==> config.mk <==
export PLATFORM = sky130hd
export DESIGN_NAME = instruction_fetch_unit_flat
export DESIGN_NICKNAME = d
export VERILOG_FILES = /design/src/rtl/instruction_fetch_unit_pkg.sv /design/src/rtl/instruction_fetch_unit_if.sv /design/src/rtl/instruction_fetch_unit_ifid_register.sv /design/src/rtl/instruction_fetch_unit.sv /design/src/flat_wrapper.sv
export SDC_FILE = /design/constraint.sdc
export NUM_CORES = 1
export LEC_CHECK = 0
export CAP_MARGIN = 20
export CORE_ASPECT_RATIO = 1.5
export CORE_MARGIN = 2
export CORE_UTILIZATION = 65
export CTS_BUF_LIST = sky130_fd_sc_hd__clkbuf_4 sky130_fd_sc_hd__clkbuf_8
export CTS_CLUSTER_SIZE = 28
export DETAILED_ROUTE_END_ITERATION = 10
export DONT_BUFFER_PORTS = 1
export PLACE_DENSITY = 0.81
export SLEW_MARGIN = 20
export SYNTH_ARGS = -nofsm -noshare
export SYNTH_HDL_FRONTEND = slang
export SYNTH_SLANG_ARGS = --single-unit
export TNS_END_PERCENT = 1
==> constraint.sdc <==
create_clock -name Clk -period 5.9 [get_ports Clk]
set_input_delay 0.885 -clock Clk [delete_from_list [all_inputs] [get_ports Clk]]
set_output_delay 0.885 -clock Clk [all_outputs]
set_load 0.01 [all_outputs]
==> src/rtl/instruction_fetch_unit_pkg.sv <==
// Shared types and constants for the instruction fetch unit.
// Optional perf counters are enabled by the FETCH_PERF_CNT_EN macro.
package instruction_fetch_unit_pkg;

    typedef enum logic [1:0] {
        BOOT = 2'd0,
        RUN  = 2'd1,
        HOLD = 2'd2
    } fetch_state_t;

    localparam logic [31:0] NOP    = 32'h0000_0000;
    localparam logic [31:0] PC_INC = 32'd4;

    function automatic logic [31:0] align_word(input logic [31:0] a);
        return {a[31:2], 2'b00};
    endfunction

endpackage

==> src/rtl/instruction_fetch_unit_if.sv <==
// Instruction memory read port: word address out, combinational data back.
interface instruction_fetch_unit_if;

    logic [31:0] ImemAddr;
    logic [31:0] ImemInstr;

    modport master (output ImemAddr, input ImemInstr);
    modport slave  (input ImemAddr, output ImemInstr);

endinterface

==> src/rtl/instruction_fetch_unit_ifid_register.sv <==
// IF/ID pipeline register: flush inserts a bubble, enable captures a fetch.
module ifid_register
    import instruction_fetch_unit_pkg::*;
(
    input  logic        Clk,
    input  logic        Rst,
    input  logic        i_en,
    input  logic        i_flush,
    input  logic [31:0] i_instr,
    input  logic [31:0] i_pcplus4,
    output logic [31:0] o_instr,
    output logic [31:0] o_pcplus4,
    output logic        o_valid
);

    logic [31:0] r_instr;
    logic [31:0] r_pcplus4;
    logic        r_valid;

    always_ff @(posedge Clk) begin
        if (!Rst) begin
            r_instr   <= NOP;
            r_pcplus4 <= '0;
            r_valid   <= 1'b0;
        end else if (i_flush) begin
            r_instr   <= NOP;
            r_pcplus4 <= '0;
            r_valid   <= 1'b0;
        end else if (i_en) begin
            r_instr   <= i_instr;
            r_pcplus4 <= i_pcplus4;
            r_valid   <= 1'b1;
        end
    end

    assign o_instr   = r_instr;
    assign o_pcplus4 = r_pcplus4;
    assign o_valid   = r_valid;

endmodule

==> src/rtl/instruction_fetch_unit.sv <==
// Fetch stage: PC register, BOOT/RUN/HOLD FSM, redirect priority and IF/ID.
// Define FETCH_PERF_CNT_EN to add FetchCount/StallCount/FlushCount outputs.
module instruction_fetch_unit
    import instruction_fetch_unit_pkg::*;
#(
    parameter logic [31:0] RESET_PC   = 32'h0000_0000,
    parameter int          IMEM_WORDS = 1024
)(
    input  logic                     Clk,
    input  logic                     Rst,
    input  logic                     Stall,
    input  logic                     BranchTaken,
    input  logic [31:0]              BranchTarget,
    input  logic                     JumpTaken,
    input  logic [31:0]              JumpTarget,
    instruction_fetch_unit_if.master imem,
    output logic [31:0]              IFID_Instr,
    output logic [31:0]              IFID_PCPlus4,
    output logic                     IFID_Valid,
    output logic [31:0]              PC
`ifdef FETCH_PERF_CNT_EN
    ,
    output logic [31:0]              FetchCount,
    output logic [31:0]              StallCount,
    output logic [31:0]              FlushCount
`endif
);

    fetch_state_t r_state;
    fetch_state_t w_next_state;
    logic [31:0]  r_pc;
    logic [31:0]  w_next_pc;
    logic [31:0]  w_pcplus4;
    logic [31:0]  w_word;
    logic [31:0]  w_target;
    logic         w_redirect;
    logic         w_en;
    logic         w_flush;

    assign w_pcplus4  = r_pc + PC_INC;
    assign w_word     = {2'b00, r_pc[31:2]};
    assign w_redirect = JumpTaken | BranchTaken;
    assign w_target   = align_word(JumpTaken ? JumpTarget : BranchTarget);

    always_ff @(posedge Clk) begin
        if (!Rst) begin
            r_state <= BOOT;
            r_pc    <= RESET_PC;
        end else begin
            r_state <= w_next_state;
            r_pc    <= w_next_pc;
        end
    end

    // BOOT always bubbles; a redirect then wins over Stall in every state
    always_comb begin
        w_next_state = r_state;
        w_next_pc    = r_pc;
        w_en         = 1'b0;
        w_flush      = 1'b0;
        case (r_state)
            BOOT: begin
                w_flush      = 1'b1;
                w_next_state = RUN;
                if (w_redirect) w_next_pc = w_target;
            end
            RUN, HOLD: begin
                if (w_redirect) begin
                    w_flush      = 1'b1;
                    w_next_pc    = w_target;
                    w_next_state = RUN;
                end else if (Stall) begin
                    w_next_state = HOLD;
                end else begin
                    w_en         = 1'b1;
                    w_next_pc    = w_pcplus4;
                    w_next_state = RUN;
                end
            end
            default: begin
                w_next_state = BOOT;
                w_next_pc    = RESET_PC;
                w_flush      = 1'b1;
            end
        endcase
    end

    ifid_register u_ifid (
        .Clk       (Clk),
        .Rst       (Rst),
        .i_en      (w_en),
        .i_flush   (w_flush),
        .i_instr   (imem.ImemInstr),
        .i_pcplus4 (w_pcplus4),
        .o_instr   (IFID_Instr),
        .o_pcplus4 (IFID_PCPlus4),
        .o_valid   (IFID_Valid)
    );

    assign imem.ImemAddr = w_word % 32'(IMEM_WORDS);
    assign PC            = r_pc;

`ifdef FETCH_PERF_CNT_EN
    logic [31:0] r_fetch_cnt;
    logic [31:0] r_stall_cnt;
    logic [31:0] r_flush_cnt;
    logic        w_hold;

    assign w_hold = (w_next_state == HOLD);

    always_ff @(posedge Clk) begin
        if (!Rst) begin
            r_fetch_cnt <= '0;
            r_stall_cnt <= '0;
            r_flush_cnt <= '0;
        end else begin
            if (w_en && r_fetch_cnt != '1)
                r_fetch_cnt <= r_fetch_cnt + 32'd1;
            if (w_hold && r_stall_cnt != '1)
                r_stall_cnt <= r_stall_cnt + 32'd1;
            if (w_redirect && r_flush_cnt != '1)
                r_flush_cnt <= r_flush_cnt + 32'd1;
        end
    end

    assign FetchCount = r_fetch_cnt;
    assign StallCount = r_stall_cnt;
    assign FlushCount = r_flush_cnt;
`endif

endmodule

==> src/flat_wrapper.sv <==
// flat-port wrapper written by rule: the top's interface ports become plain ports
module instruction_fetch_unit_flat import instruction_fetch_unit_pkg::*;
#(
    parameter logic [31:0] RESET_PC   = 32'h0000_0000,
    parameter int          IMEM_WORDS = 1024
)
  (Clk, Rst, Stall, BranchTaken, BranchTarget, JumpTaken, JumpTarget, IFID_Instr, IFID_PCPlus4, IFID_Valid, PC, imem_ImemAddr, imem_ImemInstr);
  instruction_fetch_unit_if imem_i ();
  input  logic Clk;
  input  logic Rst;
  input  logic Stall;
  input  logic BranchTaken;
  input  logic [31:0] BranchTarget;
  input  logic JumpTaken;
  input  logic [31:0] JumpTarget;
  output logic [31:0] IFID_Instr;
  output logic [31:0] IFID_PCPlus4;
  output logic IFID_Valid;
  output logic [31:0] PC;
  output wire logic [$bits(imem_i.ImemAddr)-1:0] imem_ImemAddr;
  input wire logic [$bits(imem_i.ImemInstr)-1:0] imem_ImemInstr;
  assign imem_ImemAddr = imem_i.ImemAddr;
  assign imem_i.ImemInstr = imem_ImemInstr;
  instruction_fetch_unit #(.RESET_PC(RESET_PC), .IMEM_WORDS(IMEM_WORDS)) u_core (.Clk(Clk), .Rst(Rst), .Stall(Stall), .BranchTaken(BranchTaken), .BranchTarget(BranchTarget), .JumpTaken(JumpTaken), .JumpTarget(JumpTarget), .imem(imem_i), .IFID_Instr(IFID_Instr), .IFID_PCPlus4(IFID_PCPlus4), .IFID_Valid(IFID_Valid), .PC(PC));
endmodule
==> run_results.csv <==
group,metric,value,unit
setup_path,endpoint,"u_core.PC[11]$_SDFFE_PN0P_",
final_layout,drive_gt1_frac,0.0701,
clock_tree,htreeDepth,3,
timing,period_needed,2.81,ns
final_layout,nets,655,
final_layout,final_area,4980,um^2
pwr,p_clk_frac,0.327,
final_layout,synthToLayoutAreaGrowth,0.227,%
setup_path,cp.arrival,3.08,ns
timing,finalSetupTns,0,ns
setup_path,reg2regPathDepth,7,
final_layout,n_antenna_cell,0,
route,drt-pass1-iter-count,5,
timing,fmax,356,MHz
clock_tree,post_cts_resize_count,0,
setup_path,r2r_slack,3.09,ns
setup_path,rr_endpoint,"u_core.PC[11]$_SDFFE_PN0P_",
pwr,p_seq_frac,0.564,
timing,worst_slew_pin_slew,1.09,ns
min_path,min_from,"u_core.u_ifid.o_valid$_SDFFE_PP0P_",
synthesis,syn_avg_cell_area,8.49,um^2
place,portBuffers,0,
die,core,7510,um^2
clock_tree,cts.sinks,95,
setup_path,path_max_fanout,16,
clock_tree,clk_latency,0.38,ns
min_path,hp-class,"reg -> reg",
place,hpwlAfterDp,9.00,mm
clock_tree,cts_tree,"done",
status,run_status,"finished clean",
pwr,p_leak,1.86,nW
final_layout,layout.area.seq,1900,um^2
synthesis,synth_edf_count,0,
die,fp.dieW,75.4,um
timing,rsz0062_at_grt,"false",
pwr,power,1.27,mW
timing,max_slew_margin,0.268,
synthesis,yosys.area.top_type,"dfxtp_1",
final_layout,final_cell_mix,"dfxtp_1, nor2_1, mux2i_1",
place,place_congestion,0.867,
pwr,swShare,0.303,
timing,fin_crit_sh,0.476,
timing,slew_viol_final,0,
synthesis,synth_ff_type,"dfxtp_1",
place,dpl_worst_slack,3.06,ns
global_route,grt_max_degree,64,
setup_path,timing.rr.start,"u_core.r_state[0]$_SDFF_PN0_",
synthesis,netlist_top_cells_area,"dfxtp_1, mux2i_1, nor2_1",
setup_path,cp.required,6.17,ns
synthesis,netlist.area_leader.share,0.383,
timing,setup_slack,3.09,ns
clock_tree,cts-root-buf,"clkbuf_8",
synthesis,synthesis.instances,585,
synthesis,synthArstFlopShare,0,
pwr,comb_power_share,0.109,
synthesis,syn-cell-area,4970,um^2
final_layout,fillCellCount,675,
run,max_cap_violations,0,
synthesis,yosysSeqAreaShare,0.383,
timing,hold_viol_final,0,
global_route,grt-ovfl-total,0,
route,drc,0,
timing,fin_skew,0.0137,ns
clock_tree,post-cts-setup-buffers,0,
route,avgViaCountPerCell,6.31,
synthesis,ys.warnings.count,0,
global_route,grt_usage,0.294,
synthesis,synth_cell_type_count,52,
pwr,p_per_area,256,nW/um^2
route,vias,4154,
final_layout,final_common_cell,"dfxtp_1",
clock_tree,cts_hold_buf,0,
global_route,grt_pass1_wl,18.9,mm
setup_path,startpoint,"u_core.r_state[0]$_SDFF_PN0_",
pwr,vdd_drop_max,0.212,mV
die,dieArea,8370,um^2
setup_path,startpoint_type,"register",
place,dpl_cell_area,4790,um^2
final_layout,multi_input_area,2670,um^2
setup_path,path_class,"reg -> reg",
timing,setup_violations,0,
final_layout,post-route-util,0.662,
route,routed_wl,12.6,mm
global_route,grt_pass1_vias,3943,
pwr,p_sw,386,uW
die,rows,39,
die,ios,230,
setup_path,cp-end-kind,"register",
die,start_util,0.661,
clock_tree,clockBufferDepth,2,
clock_tree,cts_buffers,9,
clock_tree,clk_pin_slew,0.11,ns
route,drtIter0Drc,299,
route,wl_per_cell,19.1,um
route,antenna_left,0,
pwr,p_int,888,uW
synthesis,synth-seq-cells,95,
global_route,grt_antenna_before_repair,0,
die,die-height,111,um
-- how the worst min path moves through the flow --
stage,cells after the start,slack [ns],endpoint
2_1_floorplan,2,0.47,u_core.u_ifid.o_valid$_SDFFE_PP0P_
5_1_grt,2,0.54,u_core.u_ifid.o_valid$_SDFFE_PP0P_
4_1_cts,2,0.51,u_core.u_ifid.o_valid$_SDFFE_PP0P_
3_3_place_gp,2,0.49,u_core.u_ifid.o_valid$_SDFFE_PP0P_
3_5_place_dp,2,0.49,u_core.u_ifid.o_valid$_SDFFE_PP0P_
6_report,2,0.51,u_core.u_ifid.o_valid$_SDFFE_PP0P_
-- power by group through the flow --
stage / combinational, mW / sequential (mW) / clock [mW]
after floorplan: 0.152 / 0.715 / 0
after global placement: 0.131 / 0.732 / 0
after detailed placement: 0.136 / 0.733 / 0
after CTS: 0.136 / 0.718 / 0.417
after global routing: 0.152 / 0.724 / 0.441
final: 0.139 / 0.719 / 0.416
-- state kept, by name (all words and copies together), names as in the netlist --
signal / count
u_core.r_state: 2
u_core.u_ifid.o_pcplus4: 30
u_core.PC: 30
u_core.u_ifid.o_valid: 1
u_core.u_ifid.o_instr: 32
-- worst max-delay path: stages, from the launching register on --
cell,delay [ns]
dfxtp_1,0.35
inv_1,0.05
ha_1,0.42
or3b_1,0.64
nor4_2,0.80
and2_1,0.22
o21ai_0,0.07
o311ai_0,0.15
-- cells by family (layout without fill, tap and decap cells) --
group / after synthesis / count (layout) / share of synthesized area
other cells: 1 / 26 / 0.000755
mux: 62 / 62 / 0.128
flops: 95 / 95 / 0.383
compound gates: 107 / 107 / 0.139
xor+xnor: 28 / 28 / 0.0494
fa+ha+maj: 3 / 3 / 0.00756
simple gates: 197 / 197 / 0.193
buf+inv: 92 / 38 / 0.0993
-- per-layer routing --
| metal | GRT usage | wire (um) | vias up |
|---|---|---|---|
| met2 | 0.486 | 6340 | 228 |
| li1 | - | - | 1938 |
| met5 | 0 | 0 | - |
| met1 | 0.324 | 4640 | 1949 |
| met4 | 0.158 | 513 | 0 |
| met3 | 0.0927 | 1070 | 39 |
-- synthesized netlist by cell type, types with 6 or more instances --
master     n
xor2_1    12
xnor2_1   16
o22ai_1   10
nand3_1   22
nand2_1   34
inv_1     20
a21oi_1   33
mux2_2    12
buf_4     37
clkbuf_1  28
nor3_1     7
mux2i_1   50
nor4_1    10
a22oi_1    9
a211oi_1   6
nand4_1    8
a221oi_1   8
o21ai_0   21
nor2_1    79
dfxtp_1   95
-- final cells by class --
cell class / instances / area share
sequential: 95 / 0.382
inverter: 20 / 0.0151
clock buffer: 9 / 0.0249
tap: 102 / 0.0256
timing repair buffer: 2 / 0.00302
clock inverter: 7 / 0.0128
multi-input combinational: 423 / 0.536
-- metrics by stage --
| stage | std cells | hold slack [ns] |
|---|---|---|
| 6_report | 658 | 0.506 |
| 5_1_grt | 658 | 0.542 |
| 4_1_cts | 658 | 0.509 |
| 3_5_place_dp | 642 | 0.494 |
| 3_3_place_gp | 642 | 0.490 |
| 2_1_floorplan | 610 | 0.470 |
(Power assumes the default switching activity.)
